$ cat src/rtl/mem_stage_hs_if.sv
// EXE -> MEM -> WB handshake, data-RAM response and forwarding bundle of the MEM stage.
// The slave modport is the MEM stage's view; master is the surrounding pipeline.
interface mem_stage_hs_if #(
    parameter int DATA_W = 32,
    parameter int PC_W   = 32
);
    logic              ws_allowin;
    logic              ms_allowin;
    logic              es_to_ms_valid;
    logic [PC_W-1:0]   es_pc;
    logic [DATA_W-1:0] es_alu_result;
    logic [4:0]        es_dest;
    logic              es_gr_we;
    logic              es_res_from_mem;
    logic              es_req_sent;
    logic [2:0]        es_ld_code;
    logic              flush;
    logic              data_sram_data_ok;
    logic [DATA_W-1:0] data_sram_rdata;
    logic              ms_to_ws_valid;
    logic [PC_W-1:0]   ms_pc;
    logic              ms_gr_we;
    logic [4:0]        ms_dest;
    logic [DATA_W-1:0] ms_final_result;
    logic [4:0]        mem_waddr;
    logic [DATA_W-1:0] mem_mem_result;
    logic              mem_fwd_pending;

    modport slave (
        input  ws_allowin, es_to_ms_valid, es_pc, es_alu_result, es_dest, es_gr_we,
               es_res_from_mem, es_req_sent, es_ld_code, flush,
               data_sram_data_ok, data_sram_rdata,
        output ms_allowin, ms_to_ws_valid, ms_pc, ms_gr_we, ms_dest, ms_final_result,
               mem_waddr, mem_mem_result, mem_fwd_pending
    );

    modport master (
        output ws_allowin, es_to_ms_valid, es_pc, es_alu_result, es_dest, es_gr_we,
               es_res_from_mem, es_req_sent, es_ld_code, flush,
               data_sram_data_ok, data_sram_rdata,
        input  ms_allowin, ms_to_ws_valid, ms_pc, ms_gr_we, ms_dest, ms_final_result,
               mem_waddr, mem_mem_result, mem_fwd_pending
    );
endinterface

$ cat src/rtl/mem_stage_hs.sv
// MEM pipeline stage with split request/response data RAM timing, a one-entry response
// buffer for WB stalls, load extraction, and discard of responses for flushed loads.
module mem_stage_hs #(
    parameter int DATA_W   = 32,
    parameter int PC_W     = 32,
    parameter int CANCEL_W = 2
) (
    input logic          clk,
    input logic          resetn,
    mem_stage_hs_if.slave ms
);

    localparam int OFF_W = $clog2(DATA_W / 8);
    localparam logic [OFF_W-1:0]    H_MASK     = ~OFF_W'(3'd1);
    localparam logic [OFF_W-1:0]    W_MASK     = ~OFF_W'(3'd3);
    localparam logic [CANCEL_W-1:0] CANCEL_MAX = '1;
    localparam logic [CANCEL_W-1:0] CANCEL_ONE = {{(CANCEL_W-1){1'b0}}, 1'b1};

    typedef enum logic [1:0] {
        ST_IDLE = 2'd0,
        ST_WAIT = 2'd1,
        ST_HOLD = 2'd2
    } state_e;

    state_e              state_r;
    logic                ms_valid_r;
    logic [PC_W-1:0]     pc_r;
    logic [DATA_W-1:0]   alu_r;
    logic [4:0]          dest_r;
    logic                gr_we_r;
    logic                res_from_mem_r;
    logic [2:0]          ld_code_r;
    logic [DATA_W-1:0]   buf_r;
    logic [CANCEL_W-1:0] cancel_cnt_r;

    logic                owned_ok_s;
    logic                ready_go_s;
    logic                allowin_s;
    logic                out_valid_s;
    logic [DATA_W-1:0]   load_data_s;
    logic [DATA_W-1:0]   final_s;
    logic                cancel_inc_s;
    logic                cancel_dec_s;

    // Offset is aligned down to the access size; 101/110 fall back to a signed word at 32 bits.
    function automatic logic [DATA_W-1:0] load_extract(
        input logic [DATA_W-1:0] data,
        input logic [OFF_W-1:0]  off,
        input logic [2:0]        code
    );
        logic [DATA_W-1:0] b_sh;
        logic [DATA_W-1:0] h_sh;
        logic [DATA_W-1:0] w_sh;
        logic [7:0]        b;
        logic [15:0]       h;
        logic [31:0]       w;
        logic [DATA_W-1:0] res;
        b_sh = data >> {off, 3'b000};
        h_sh = data >> {off & H_MASK, 3'b000};
        w_sh = data >> {off & W_MASK, 3'b000};
        b    = b_sh[7:0];
        h    = h_sh[15:0];
        w    = w_sh[31:0];
        case (code)
            3'b000:  res = DATA_W'($signed(w));
            3'b001:  res = DATA_W'($signed(b));
            3'b010:  res = DATA_W'(b);
            3'b011:  res = DATA_W'($signed(h));
            3'b100:  res = DATA_W'(h);
            3'b101:  res = (DATA_W == 32'sd64) ? DATA_W'(w) : DATA_W'($signed(w));
            3'b110:  res = (DATA_W == 32'sd64) ? data : DATA_W'($signed(w));
            default: res = '0;
        endcase
        return res;
    endfunction

    // Handshake, response ownership and data path selection.
    always_comb begin
        owned_ok_s = ms.data_sram_data_ok && (cancel_cnt_r == '0);
        case (state_r)
            ST_IDLE: ready_go_s = 1'b1;
            ST_WAIT: ready_go_s = owned_ok_s;
            ST_HOLD: ready_go_s = 1'b1;
            default: ready_go_s = 1'b0;
        endcase
        if (state_r == ST_HOLD) begin
            load_data_s = buf_r;
        end else begin
            load_data_s = ms.data_sram_rdata;
        end
        if (res_from_mem_r) begin
            final_s = load_extract(load_data_s, alu_r[OFF_W-1:0], ld_code_r);
        end else begin
            final_s = alu_r;
        end
        allowin_s    = !ms_valid_r || (ready_go_s && ms.ws_allowin);
        out_valid_s  = ms_valid_r && ready_go_s && !ms.flush;
        cancel_inc_s = ms.flush && ms_valid_r && (state_r == ST_WAIT) && !owned_ok_s;
        cancel_dec_s = ms.data_sram_data_ok && (cancel_cnt_r != '0);
    end

    // Stage outputs and forwarding view.
    always_comb begin
        ms.ms_allowin      = allowin_s;
        ms.ms_to_ws_valid  = out_valid_s;
        ms.ms_pc           = pc_r;
        ms.ms_gr_we        = gr_we_r;
        ms.ms_dest         = dest_r;
        ms.ms_final_result = final_s;
        ms.mem_mem_result  = final_s;
        if (ms_valid_r && gr_we_r) begin
            ms.mem_waddr = dest_r;
        end else begin
            ms.mem_waddr = 5'd0;
        end
        ms.mem_fwd_pending = ms_valid_r && res_from_mem_r && (state_r == ST_WAIT) && !owned_ok_s;
    end

    // Instruction capture, per-instruction state machine and stale-response counter.
    always_ff @(posedge clk or negedge resetn) begin
        if (!resetn) begin
            state_r        <= ST_IDLE;
            ms_valid_r     <= 1'b0;
            pc_r           <= '0;
            alu_r          <= '0;
            dest_r         <= 5'd0;
            gr_we_r        <= 1'b0;
            res_from_mem_r <= 1'b0;
            ld_code_r      <= 3'd0;
            buf_r          <= '0;
            cancel_cnt_r   <= '0;
        end else begin
            // A stale response cancelling out a new cancellation leaves the count unchanged.
            if (cancel_inc_s && !cancel_dec_s && (cancel_cnt_r != CANCEL_MAX)) begin
                cancel_cnt_r <= cancel_cnt_r + CANCEL_ONE;
            end else if (cancel_dec_s && !cancel_inc_s) begin
                cancel_cnt_r <= cancel_cnt_r - CANCEL_ONE;
            end else begin
                cancel_cnt_r <= cancel_cnt_r;
            end

            if (ms.flush) begin
                ms_valid_r <= 1'b0;
                state_r    <= ST_IDLE;
            end else if (allowin_s) begin
                ms_valid_r <= ms.es_to_ms_valid;
                if (ms.es_to_ms_valid) begin
                    pc_r           <= ms.es_pc;
                    alu_r          <= ms.es_alu_result;
                    dest_r         <= ms.es_dest;
                    gr_we_r        <= ms.es_gr_we;
                    res_from_mem_r <= ms.es_res_from_mem;
                    ld_code_r      <= ms.es_ld_code;
                    state_r        <= ms.es_req_sent ? ST_WAIT : ST_IDLE;
                end else begin
                    state_r <= ST_IDLE;
                end
            end else if ((state_r == ST_WAIT) && owned_ok_s) begin
                state_r <= ST_HOLD;
                buf_r   <= ms.data_sram_rdata;
            end else begin
                state_r <= state_r;
            end
        end
    end

endmodule

$ cat src/flat_wrapper.sv
// flat-port wrapper written by rule: the top's interface ports become plain ports
module mem_stage_hs_flat 
#(
    parameter int DATA_W   = 32,
    parameter int PC_W     = 32,
    parameter int CANCEL_W = 2
)
  (clk, resetn, ms_ws_allowin, ms_es_to_ms_valid, ms_es_pc, ms_es_alu_result, ms_es_dest, ms_es_gr_we, ms_es_res_from_mem, ms_es_req_sent, ms_es_ld_code, ms_flush, ms_data_sram_data_ok, ms_data_sram_rdata, ms_ms_allowin, ms_ms_to_ws_valid, ms_ms_pc, ms_ms_gr_we, ms_ms_dest, ms_ms_final_result, ms_mem_waddr, ms_mem_mem_result, ms_mem_fwd_pending);
  mem_stage_hs_if #(.DATA_W(DATA_W), .PC_W(PC_W)) ms_i ();
  input logic clk;
  input logic resetn;
  input wire logic [$bits(ms_i.ws_allowin)-1:0] ms_ws_allowin;
  input wire logic [$bits(ms_i.es_to_ms_valid)-1:0] ms_es_to_ms_valid;
  input wire logic [$bits(ms_i.es_pc)-1:0] ms_es_pc;
  input wire logic [$bits(ms_i.es_alu_result)-1:0] ms_es_alu_result;
  input wire logic [$bits(ms_i.es_dest)-1:0] ms_es_dest;
  input wire logic [$bits(ms_i.es_gr_we)-1:0] ms_es_gr_we;
  input wire logic [$bits(ms_i.es_res_from_mem)-1:0] ms_es_res_from_mem;
  input wire logic [$bits(ms_i.es_req_sent)-1:0] ms_es_req_sent;
  input wire logic [$bits(ms_i.es_ld_code)-1:0] ms_es_ld_code;
  input wire logic [$bits(ms_i.flush)-1:0] ms_flush;
  input wire logic [$bits(ms_i.data_sram_data_ok)-1:0] ms_data_sram_data_ok;
  input wire logic [$bits(ms_i.data_sram_rdata)-1:0] ms_data_sram_rdata;
  output wire logic [$bits(ms_i.ms_allowin)-1:0] ms_ms_allowin;
  output wire logic [$bits(ms_i.ms_to_ws_valid)-1:0] ms_ms_to_ws_valid;
  output wire logic [$bits(ms_i.ms_pc)-1:0] ms_ms_pc;
  output wire logic [$bits(ms_i.ms_gr_we)-1:0] ms_ms_gr_we;
  output wire logic [$bits(ms_i.ms_dest)-1:0] ms_ms_dest;
  output wire logic [$bits(ms_i.ms_final_result)-1:0] ms_ms_final_result;
  output wire logic [$bits(ms_i.mem_waddr)-1:0] ms_mem_waddr;
  output wire logic [$bits(ms_i.mem_mem_result)-1:0] ms_mem_mem_result;
  output wire logic [$bits(ms_i.mem_fwd_pending)-1:0] ms_mem_fwd_pending;
  assign ms_i.ws_allowin = ms_ws_allowin;
  assign ms_i.es_to_ms_valid = ms_es_to_ms_valid;
  assign ms_i.es_pc = ms_es_pc;
  assign ms_i.es_alu_result = ms_es_alu_result;
  assign ms_i.es_dest = ms_es_dest;
  assign ms_i.es_gr_we = ms_es_gr_we;
  assign ms_i.es_res_from_mem = ms_es_res_from_mem;
  assign ms_i.es_req_sent = ms_es_req_sent;
  assign ms_i.es_ld_code = ms_es_ld_code;
  assign ms_i.flush = ms_flush;
  assign ms_i.data_sram_data_ok = ms_data_sram_data_ok;
  assign ms_i.data_sram_rdata = ms_data_sram_rdata;
  assign ms_ms_allowin = ms_i.ms_allowin;
  assign ms_ms_to_ws_valid = ms_i.ms_to_ws_valid;
  assign ms_ms_pc = ms_i.ms_pc;
  assign ms_ms_gr_we = ms_i.ms_gr_we;
  assign ms_ms_dest = ms_i.ms_dest;
  assign ms_ms_final_result = ms_i.ms_final_result;
  assign ms_mem_waddr = ms_i.mem_waddr;
  assign ms_mem_mem_result = ms_i.mem_mem_result;
  assign ms_mem_fwd_pending = ms_i.mem_fwd_pending;
  mem_stage_hs #(.DATA_W(DATA_W), .PC_W(PC_W), .CANCEL_W(CANCEL_W)) u_core (.clk(clk), .resetn(resetn), .ms(ms_i));
endmodule
$ cat config.mk
export PLATFORM = sky130hd
export DESIGN_NAME = mem_stage_hs_flat
export DESIGN_NICKNAME = d
export VERILOG_FILES = /design/src/rtl/mem_stage_hs_if.sv /design/src/rtl/mem_stage_hs.sv /design/src/flat_wrapper.sv
export SDC_FILE = /design/constraint.sdc
export NUM_CORES = 1
export LEC_CHECK = 0
export CAP_MARGIN = 40
export CORE_MARGIN = 4
export CORE_UTILIZATION = 33
export DETAILED_ROUTE_END_ITERATION = 16
export PLACE_DENSITY = 0.64
export SLEW_MARGIN = 20
export SYNTH_ARGS = -nofsm -noshare
export SYNTH_HDL_FRONTEND = slang
export SYNTH_SLANG_ARGS = --single-unit
$ cat constraint.sdc
create_clock -name clk -period 3.4 [get_ports clk]
set_input_delay 0.68 -clock clk [delete_from_list [all_inputs] [get_ports clk]]
set_output_delay 0.68 -clock clk [all_outputs]
set_load 0.05 [all_outputs]
==> flow_results.xml, run 1 <==
<?xml version="1.0" encoding="UTF-8"?>
<metrics>
  <group name="sta">
    <metric name="timing_worst_slew_pin_value" unit="ns">0.7134</metric>
    <metric name="max_freq" unit="MHz">298.2</metric>
    <metric name="crit_share_post_route" unit="">0.9863</metric>
    <metric name="setup-violations-final" unit="">0</metric>
    <metric name="slew_headroom" unit="">0.5244</metric>
    <metric name="fin_tns_setup" unit="ns">0</metric>
    <metric name="finalHoldViolations" unit="">0</metric>
    <metric name="setup_repair_after_global_routing_missed_its_margin" unit="">true</metric>
    <metric name="finalWorstPathRequiredPeriod" unit="ns">3.354</metric>
    <metric name="timing.final.max_slew_violations" unit="">0</metric>
    <metric name="finClkSkew" unit="ns">0.008537</metric>
  </group>
  <group name="floorplanning">
    <metric name="die_h" unit="um">144.9</metric>
    <metric name="die_w" unit="um">144.9</metric>
    <metric name="initial_core_util" unit="">0.3396</metric>
    <metric name="placeableCoreArea" unit="mm2">0.01821</metric>
    <metric name="ioPinCount" unit="">223</metric>
    <metric name="rows" unit="">49</metric>
    <metric name="die-area" unit="mm2">0.02099</metric>
  </group>
  <group name="yosys">
    <metric name="synth_enable_flop_cells" unit="">0</metric>
    <metric name="synth-seq-cells" unit="">111</metric>
    <metric name="syn_area" unit="mm2">0.006183</metric>
    <metric name="synth_cells" unit="">493</metric>
    <metric name="post_synth_num_cell_types" unit="">44</metric>
    <metric name="share_of_async_settable_or_async_resettable_flops_after_synthesis" unit="">1.000</metric>
    <metric name="register_area_share_after_synthesis" unit="">0.4492</metric>
    <metric name="synth_warnings" unit="">0</metric>
    <metric name="dominantRegCellSynth" unit="">dfrtp_1</metric>
    <metric name="synth_fp_nets" unit="">606</metric>
    <metric name="post_synthesis_mean_instance_area" unit="um2">12.54</metric>
  </group>
  <group name="layout">
    <metric name="ant_diodes" unit="">0</metric>
    <metric name="synthToLayoutAreaGrowth" unit="%">54.15</metric>
    <metric name="layout-drive-gt1-share" unit="">0.3971</metric>
    <metric name="final_area" unit="mm2">0.009532</metric>
    <metric name="most-common-layout-cells" unit="">clkdlybuf4s50_1 (151), dfrtp_1 (109), mux2_2 (61)</metric>
    <metric name="final_common_cell" unit="">clkdlybuf4s50_1</metric>
    <metric name="final_net_count" unit="">809</metric>
    <metric name="fill_cells" unit="">1520</metric>
  </group>
  <group name="outcome">
    <metric name="status" unit="">completed</metric>
  </group>
  <group name="worst_setup_path">
    <metric name="worstReg2RegEnd" unit="">u_core.alu_r[23]</metric>
    <metric name="data_arrival_time_of_the_critical_path" unit="ns">2.67</metric>
    <metric name="cp_data_required_time" unit="ns">2.72</metric>
    <metric name="category_of_the_worst_setup_path_launch_point" unit="">register</metric>
    <metric name="critical_path.max_fanout" unit="">7</metric>
    <metric name="reg2reg_setup_slack" unit="ns">1.07</metric>
    <metric name="endpoint_kind" unit="">output port</metric>
    <metric name="worst_r2r_startpoint" unit="">u_core.cancel_cnt_r[1]</metric>
    <metric name="crit_start" unit="">u_core.state_r[0]</metric>
    <metric name="setup.worst_path.class" unit="">reg -&gt; out</metric>
    <metric name="rr_worst_depth" unit="">6</metric>
    <metric name="critical_path.endpoint" unit="">ms_ms_final_result[8]</metric>
  </group>
  <group name="drt">
    <metric name="drt-wirelength-per-cell" unit="um">20.18</metric>
    <metric name="wire_length_reported_by_the_detailed_router" unit="um">18740</metric>
    <metric name="ant_nets" unit="">0</metric>
    <metric name="post_drt_via_cell_ratio" unit="">5.141</metric>
    <metric name="first_pass_iteration_count_of_the_detailed_router" unit="">4</metric>
    <metric name="drt_drc_violations_left" unit="">0</metric>
    <metric name="drt_iter0_markers" unit="">238</metric>
    <metric name="via_count" unit="">4776</metric>
  </group>
  <group name="clocking">
    <metric name="cts-hold-fix-buffers" unit="">0</metric>
    <metric name="cts_tree" unit="">yes</metric>
    <metric name="clock_tree.buffer_depth" unit="">2</metric>
    <metric name="insertion_delay" unit="ns">0.36</metric>
    <metric name="cts-htree-levels" unit="">3</metric>
    <metric name="clock-sinks" unit="">111</metric>
    <metric name="root_buffer" unit="">clkbuf_16</metric>
    <metric name="clkSlewWorstSetupHoldPaths" unit="ns">0.07</metric>
    <metric name="numCtsBuffers" unit="">9</metric>
  </group>
  <group name="global_route">
    <metric name="grt_start_max_net_pins" unit="">59</metric>
    <metric name="first_global_vias" unit="">5151</metric>
    <metric name="grt.total_usage" unit="">0.1775</metric>
    <metric name="grt_antenna_before_repair" unit="">1</metric>
    <metric name="grt_remaining_overflow" unit="">0</metric>
    <metric name="grt_first_pass_wirelength" unit="um">28730</metric>
  </group>
  <group name="job">
    <metric name="drv_cap" unit="">0</metric>
  </group>
  <group name="power">
    <metric name="vdd.ir_drop.worst" unit="uV">403.5</metric>
    <metric name="power_per_cell_area" unit="mW/mm2">654.4</metric>
    <metric name="power.leakage" unit="nW">4.249</metric>
  </group>
  <group name="place">
    <metric name="portBuffers" unit="">222</metric>
    <metric name="placed_cell_area" unit="mm2">0.008977</metric>
    <metric name="detailed_place_hpwl" unit="um">14550</metric>
    <metric name="place_congestion" unit="">0.8788</metric>
  </group>
  <group name="hold_path">
    <metric name="hold_class" unit="">in -&gt; async</metric>
  </group>
</metrics>
==> report_power, final <==
part	switching [mW]	internal [mW]
registers	0.157	1.51
clock network	0.486	0.569
logic	1.98	1.53
==> synthesized netlist by cell type (all sizes together) (8+ instances only) <==
master	n	share of area
mux2	112	0.23
dfrtp	111	0.45
buf	48	0.071
a21oi	30	0.024
mux2i	29	0.047
o2bb2ai	28	0.040
o22ai	22	0.022
clkbuf	17	0.010
nor2	13	0.0079
inv	12	0.0073
and3	8	0.0089
nand2	8	0.0049
==> layer usage <==
layer  wire length, um  GRT usage
met4               243    0.05155
met2              9429     0.2917
met1              7663     0.2305
met5                 8          0
met3              1399    0.04765
==> worst max-delay path, cell delays in order (launching register included) <==
cell and delay (ns):
dfrtp_1 0.40, nand2b_4 0.22, mux2_4 0.34, mux4_2 0.59, buf_4 0.20, a21oi_2 0.14
o2bb2ai_1 0.10, buf_4 0.18, buf_12 0.14
==> area by class of cell <==
| class | count | area [um2] | share of cell area |
|---|---|---|---|
| timing repair buffer | 257 | 3008 | 0.3156 |
| tap | 229 | 286.5 | 0.03006 |
| sequential | 111 | 2780 | 0.2917 |
| clock inverter | 5 | 58.81 | 0.006170 |
| inverter | 12 | 45.04 | 0.004726 |
| clock buffer | 10 | 229.0 | 0.02402 |
| multi-input combinational | 305 | 3124 | 0.3278 |
==> sequential cells by signal (all words and copies together) (netlist names) <==
name	flops
u_core.alu_r	32
u_core.buf_r	32
u_core.cancel_cnt_r	2
u_core.ld_code_r	3
u_core.ms.ms_dest	5
u_core.ms.ms_gr_we	1
u_core.ms.ms_pc	32
u_core.ms_valid_r	1
u_core.res_from_mem_r	1
u_core.state_r	2
==> per-stage QoR <==
stage               power, mW  utilization  instances  setup WS [ns]  hold slack, ns
detailed placement      5.096       0.4930        910        -0.1622          0.4909
global placement        5.062       0.4926        909        -0.1596          0.4619
finish                  6.237       0.5235        929        0.04643          0.3627
floorplan               3.739            -        493       -0.08872          0.3844
CTS                     6.199       0.5127        926       -0.03626          0.3852
global route            6.483       0.5235        929       -0.04115          0.4294
==> cell families after synthesis <==
logic type | count (synthesis) | share of synthesized area
AO/OA/AOI/OAI | 109 | 0.1257
XOR/XNOR | 1 | 0.001417
adder cells (fa/ha/maj) | 1 | 0.001619
buffers and inverters | 77 | 0.08822
flip-flops | 111 | 0.4492
multiplexers | 143 | 0.2892
AND/OR/NAND/NOR | 51 | 0.04472
==> worst min path at each step <==
| stage | from | slack, ns | end |
|---|---|---|---|
| after global routing | resetn | 0.43 | u_core.buf_r[21] |
| after CTS | resetn | 0.39 | u_core.buf_r[21] |
| final | resetn | 0.36 | u_core.buf_r[21] |
| after detailed placement | u_core.buf_r[0] | 0.49 | u_core.buf_r[0] |
| after global placement | u_core.buf_r[15] | 0.46 | u_core.buf_r[15] |
| after floorplan | resetn | 0.38 | u_core.alu_r[0] |
==> timing repair <==
action	CTS	global route
setup endpoints to repair	40	50
resized for setup	15	33
buffers inserted	1	3
pin swaps	0	6
Note: power is estimated with default switching activity, not from simulation.
==> run 2: changes to the inputs <==
--- a/config.mk
+++ b/config.mk
@@ -8,6 +8,7 @@
 export CAP_MARGIN = 40
 export CORE_MARGIN = 4
 export CORE_UTILIZATION = 33
+export CTS_BUF_LIST = sky130_fd_sc_hd__clkbuf_8
 export DETAILED_ROUTE_END_ITERATION = 16
 export PLACE_DENSITY = 0.64
 export SLEW_MARGIN = 20
==> run 2 against run 1 <==
Hold slack got worse by 0.027 ns. Final area shrank 2.0%. Cell count unchanged. Clock power down 26%. Total power is 5.1% lower. Setup slack worse by 0.025 ns. Die area unchanged. Largest power group unchanged.
==> flow_results.xml, run 2 (synthesis gave the netlist of run 1 again) <==
<?xml version="1.0" encoding="UTF-8"?>
<metrics>
  <group name="outcome">
    <metric name="status" unit="">completed</metric>
  </group>
  <group name="clocking">
    <metric name="clkSlewWorstSetupHoldPaths" unit="ns">0.10</metric>
    <metric name="clock_tree.buffer_depth" unit="">2</metric>
    <metric name="numCtsBuffers" unit="">9</metric>
    <metric name="insertion_delay" unit="ns">0.38</metric>
    <metric name="clock-sinks" unit="">111</metric>
    <metric name="root_buffer" unit="">clkbuf_8</metric>
    <metric name="cts_tree" unit="">yes</metric>
    <metric name="cts-htree-levels" unit="">3</metric>
  </group>
  <group name="sta">
    <metric name="setup_repair_after_global_routing_missed_its_margin" unit="">true</metric>
    <metric name="setup-violations-final" unit="">0</metric>
    <metric name="max_freq" unit="MHz">296.0</metric>
    <metric name="finClkSkew" unit="ns">0.01113</metric>
    <metric name="slew_headroom" unit="">0.5304</metric>
    <metric name="timing.final.max_slew_violations" unit="">0</metric>
    <metric name="finalHoldViolations" unit="">0</metric>
    <metric name="setup_slack_of_the_critical_path_after_layout" unit="ns">0.02162</metric>
    <metric name="crit_share_post_route" unit="">0.9936</metric>
    <metric name="finalWorstPathRequiredPeriod" unit="ns">3.378</metric>
    <metric name="fin_worst_hold_slack" unit="ns">0.3360</metric>
    <metric name="timing_worst_slew_pin_value" unit="ns">0.7044</metric>
  </group>
  <group name="global_route">
    <metric name="grt.total_usage" unit="">0.1765</metric>
    <metric name="first_global_vias" unit="">5138</metric>
    <metric name="grt_remaining_overflow" unit="">0</metric>
    <metric name="grt_start_max_net_pins" unit="">59</metric>
    <metric name="grt_first_pass_wirelength" unit="um">28640</metric>
    <metric name="grt_antenna_before_repair" unit="">1</metric>
  </group>
  <group name="floorplanning">
    <metric name="die-area" unit="mm2">0.02099</metric>
    <metric name="ioPinCount" unit="">223</metric>
    <metric name="die_h" unit="um">144.9</metric>
    <metric name="initial_core_util" unit="">0.3396</metric>
    <metric name="rows" unit="">49</metric>
    <metric name="die_w" unit="um">144.9</metric>
    <metric name="placeableCoreArea" unit="mm2">0.01821</metric>
  </group>
  <group name="drt">
    <metric name="via_count" unit="">4745</metric>
    <metric name="wire_length_reported_by_the_detailed_router" unit="um">18510</metric>
    <metric name="post_drt_via_cell_ratio" unit="">5.108</metric>
    <metric name="first_pass_iteration_count_of_the_detailed_router" unit="">5</metric>
    <metric name="drt_drc_violations_left" unit="">0</metric>
    <metric name="drt_iter0_markers" unit="">274</metric>
    <metric name="ant_nets" unit="">0</metric>
    <metric name="drt-wirelength-per-cell" unit="um">19.92</metric>
  </group>
  <group name="layout">
    <metric name="synthToLayoutAreaGrowth" unit="%">51.11</metric>
    <metric name="final_common_cell" unit="">clkdlybuf4s50_1</metric>
    <metric name="ant_diodes" unit="">0</metric>
    <metric name="layout-drive-gt1-share" unit="">0.3771</metric>
    <metric name="final_net_count" unit="">809</metric>
    <metric name="most-common-layout-cells" unit="">clkdlybuf4s50_1 (151), dfrtp_1 (109), mux2_2 (61)</metric>
  </group>
  <group name="worst_setup_path">
    <metric name="category_of_the_worst_setup_path_launch_point" unit="">register</metric>
    <metric name="worst_r2r_startpoint" unit="">u_core.cancel_cnt_r[1]</metric>
    <metric name="critical_path.endpoint" unit="">ms_ms_final_result[14]</metric>
    <metric name="data_arrival_time_of_the_critical_path" unit="ns">2.70</metric>
    <metric name="reg2reg_setup_slack" unit="ns">1.07</metric>
    <metric name="worstReg2RegEnd" unit="">u_core.alu_r[21]</metric>
    <metric name="crit_start" unit="">u_core.state_r[0]</metric>
    <metric name="endpoint_kind" unit="">output port</metric>
    <metric name="critical_path.max_fanout" unit="">6</metric>
    <metric name="rr_worst_depth" unit="">6</metric>
    <metric name="setup.worst_path.class" unit="">reg -&gt; out</metric>
    <metric name="cp_data_required_time" unit="ns">2.72</metric>
  </group>
  <group name="power">
    <metric name="power_per_cell_area" unit="mW/mm2">633.5</metric>
    <metric name="vdd.ir_drop.worst" unit="uV">397.6</metric>
    <metric name="power.leakage" unit="nW">4.185</metric>
    <metric name="power" unit="mW">5.919</metric>
  </group>
  <group name="place">
    <metric name="place_congestion" unit="">0.8788</metric>
    <metric name="portBuffers" unit="">222</metric>
    <metric name="detailed_place_hpwl" unit="um">14550</metric>
    <metric name="dp_slack" unit="ns">-0.1622</metric>
  </group>
  <group name="job">
    <metric name="drv_cap" unit="">0</metric>
  </group>
  <group name="hold_path">
    <metric name="hold_class" unit="">in -&gt; async</metric>
  </group>
</metrics>
==> run 2: cell types whose count changed in the layout (fill, tap and decap cells not counted), sizes merged <==
cell,before,now
clkbuf,10,9
dlygate4sd2,1,2
dlymetal6s2s,2,1
inv,13,14
==> run 2: through the flow <==
| stage | utilization | TNS, ns | instance area (um2) | instances |
|---|---|---|---|---|
| final | 0.5132 | 0 | 9344 | 929 |
| after global routing | 0.5132 | -1.576 | 9344 | 929 |
| after CTS | 0.5070 | 0 | 9231 | 927 |
| after detailed placement | 0.4930 | -0.7671 | 8977 | 910 |
| after global placement | 0.4926 | -0.5692 | 8970 | 909 |
| after floorplan | - | -0.1774 | 6241 | 493 |
==> run 2: worst max-delay path, stage by stage (launching register included) <==
cell       delay, ns
dfrtp_1         0.42
nand2b_4        0.21
mux2_4          0.33
mux4_2          0.59
a221oi_2        0.40
o2bb2ai_1       0.16
buf_4           0.22
==> run 2: how the worst min path moves through the flow <==
stage	slack [ns]	to
after detailed placement	0.49	u_core.buf_r[0]
final	0.34	u_core.buf_r[21]
after floorplan	0.38	u_core.alu_r[0]
after CTS	0.34	u_core.buf_r[21]
after global routing	0.38	u_core.buf_r[1]
after global placement	0.46	u_core.buf_r[15]
==> run 2: layout make-up <==
type	instances	area, um2
Clock buffer	9	123.9
Clock inverter	6	62.56
Fill cell	1546	8865
Inverter	12	45.04
Multi-Input combinational cell	305	3033
Sequential cell	111	2780
Tap cell	229	286.5
Timing Repair Buffer	257	3013
==> run 2: what timing repair did <==
item,in CTS,in global routing
hold buffers,0,0
setup buffers,2,2
setup endpoints to repair,61,60
resized for setup,11,21
pin swaps,0,7
==> run 2: power breakdown <==
part | leakage (nW) | internal [mW] | switching (mW)
sequential | 1.37 | 1.51 | 0.153
combinational | 2.72 | 1.51 | 1.95
clock | 0.0929 | 0.336 | 0.452
==> run 2: routing by layer <==
metal | share of wire | vias up | wire (um) | global-route usage
met3 | 0.064 | 24 | 1178 | 0.04075
met1 | 0.42 | 2358 | 7748 | 0.2313
met4 | 0.018 | 2 | 328 | 0.05891
met2 | 0.50 | 156 | 9236 | 0.2888
li1 | - | 2205 | - | -
met5 | 0.00070 | - | 13 | 0
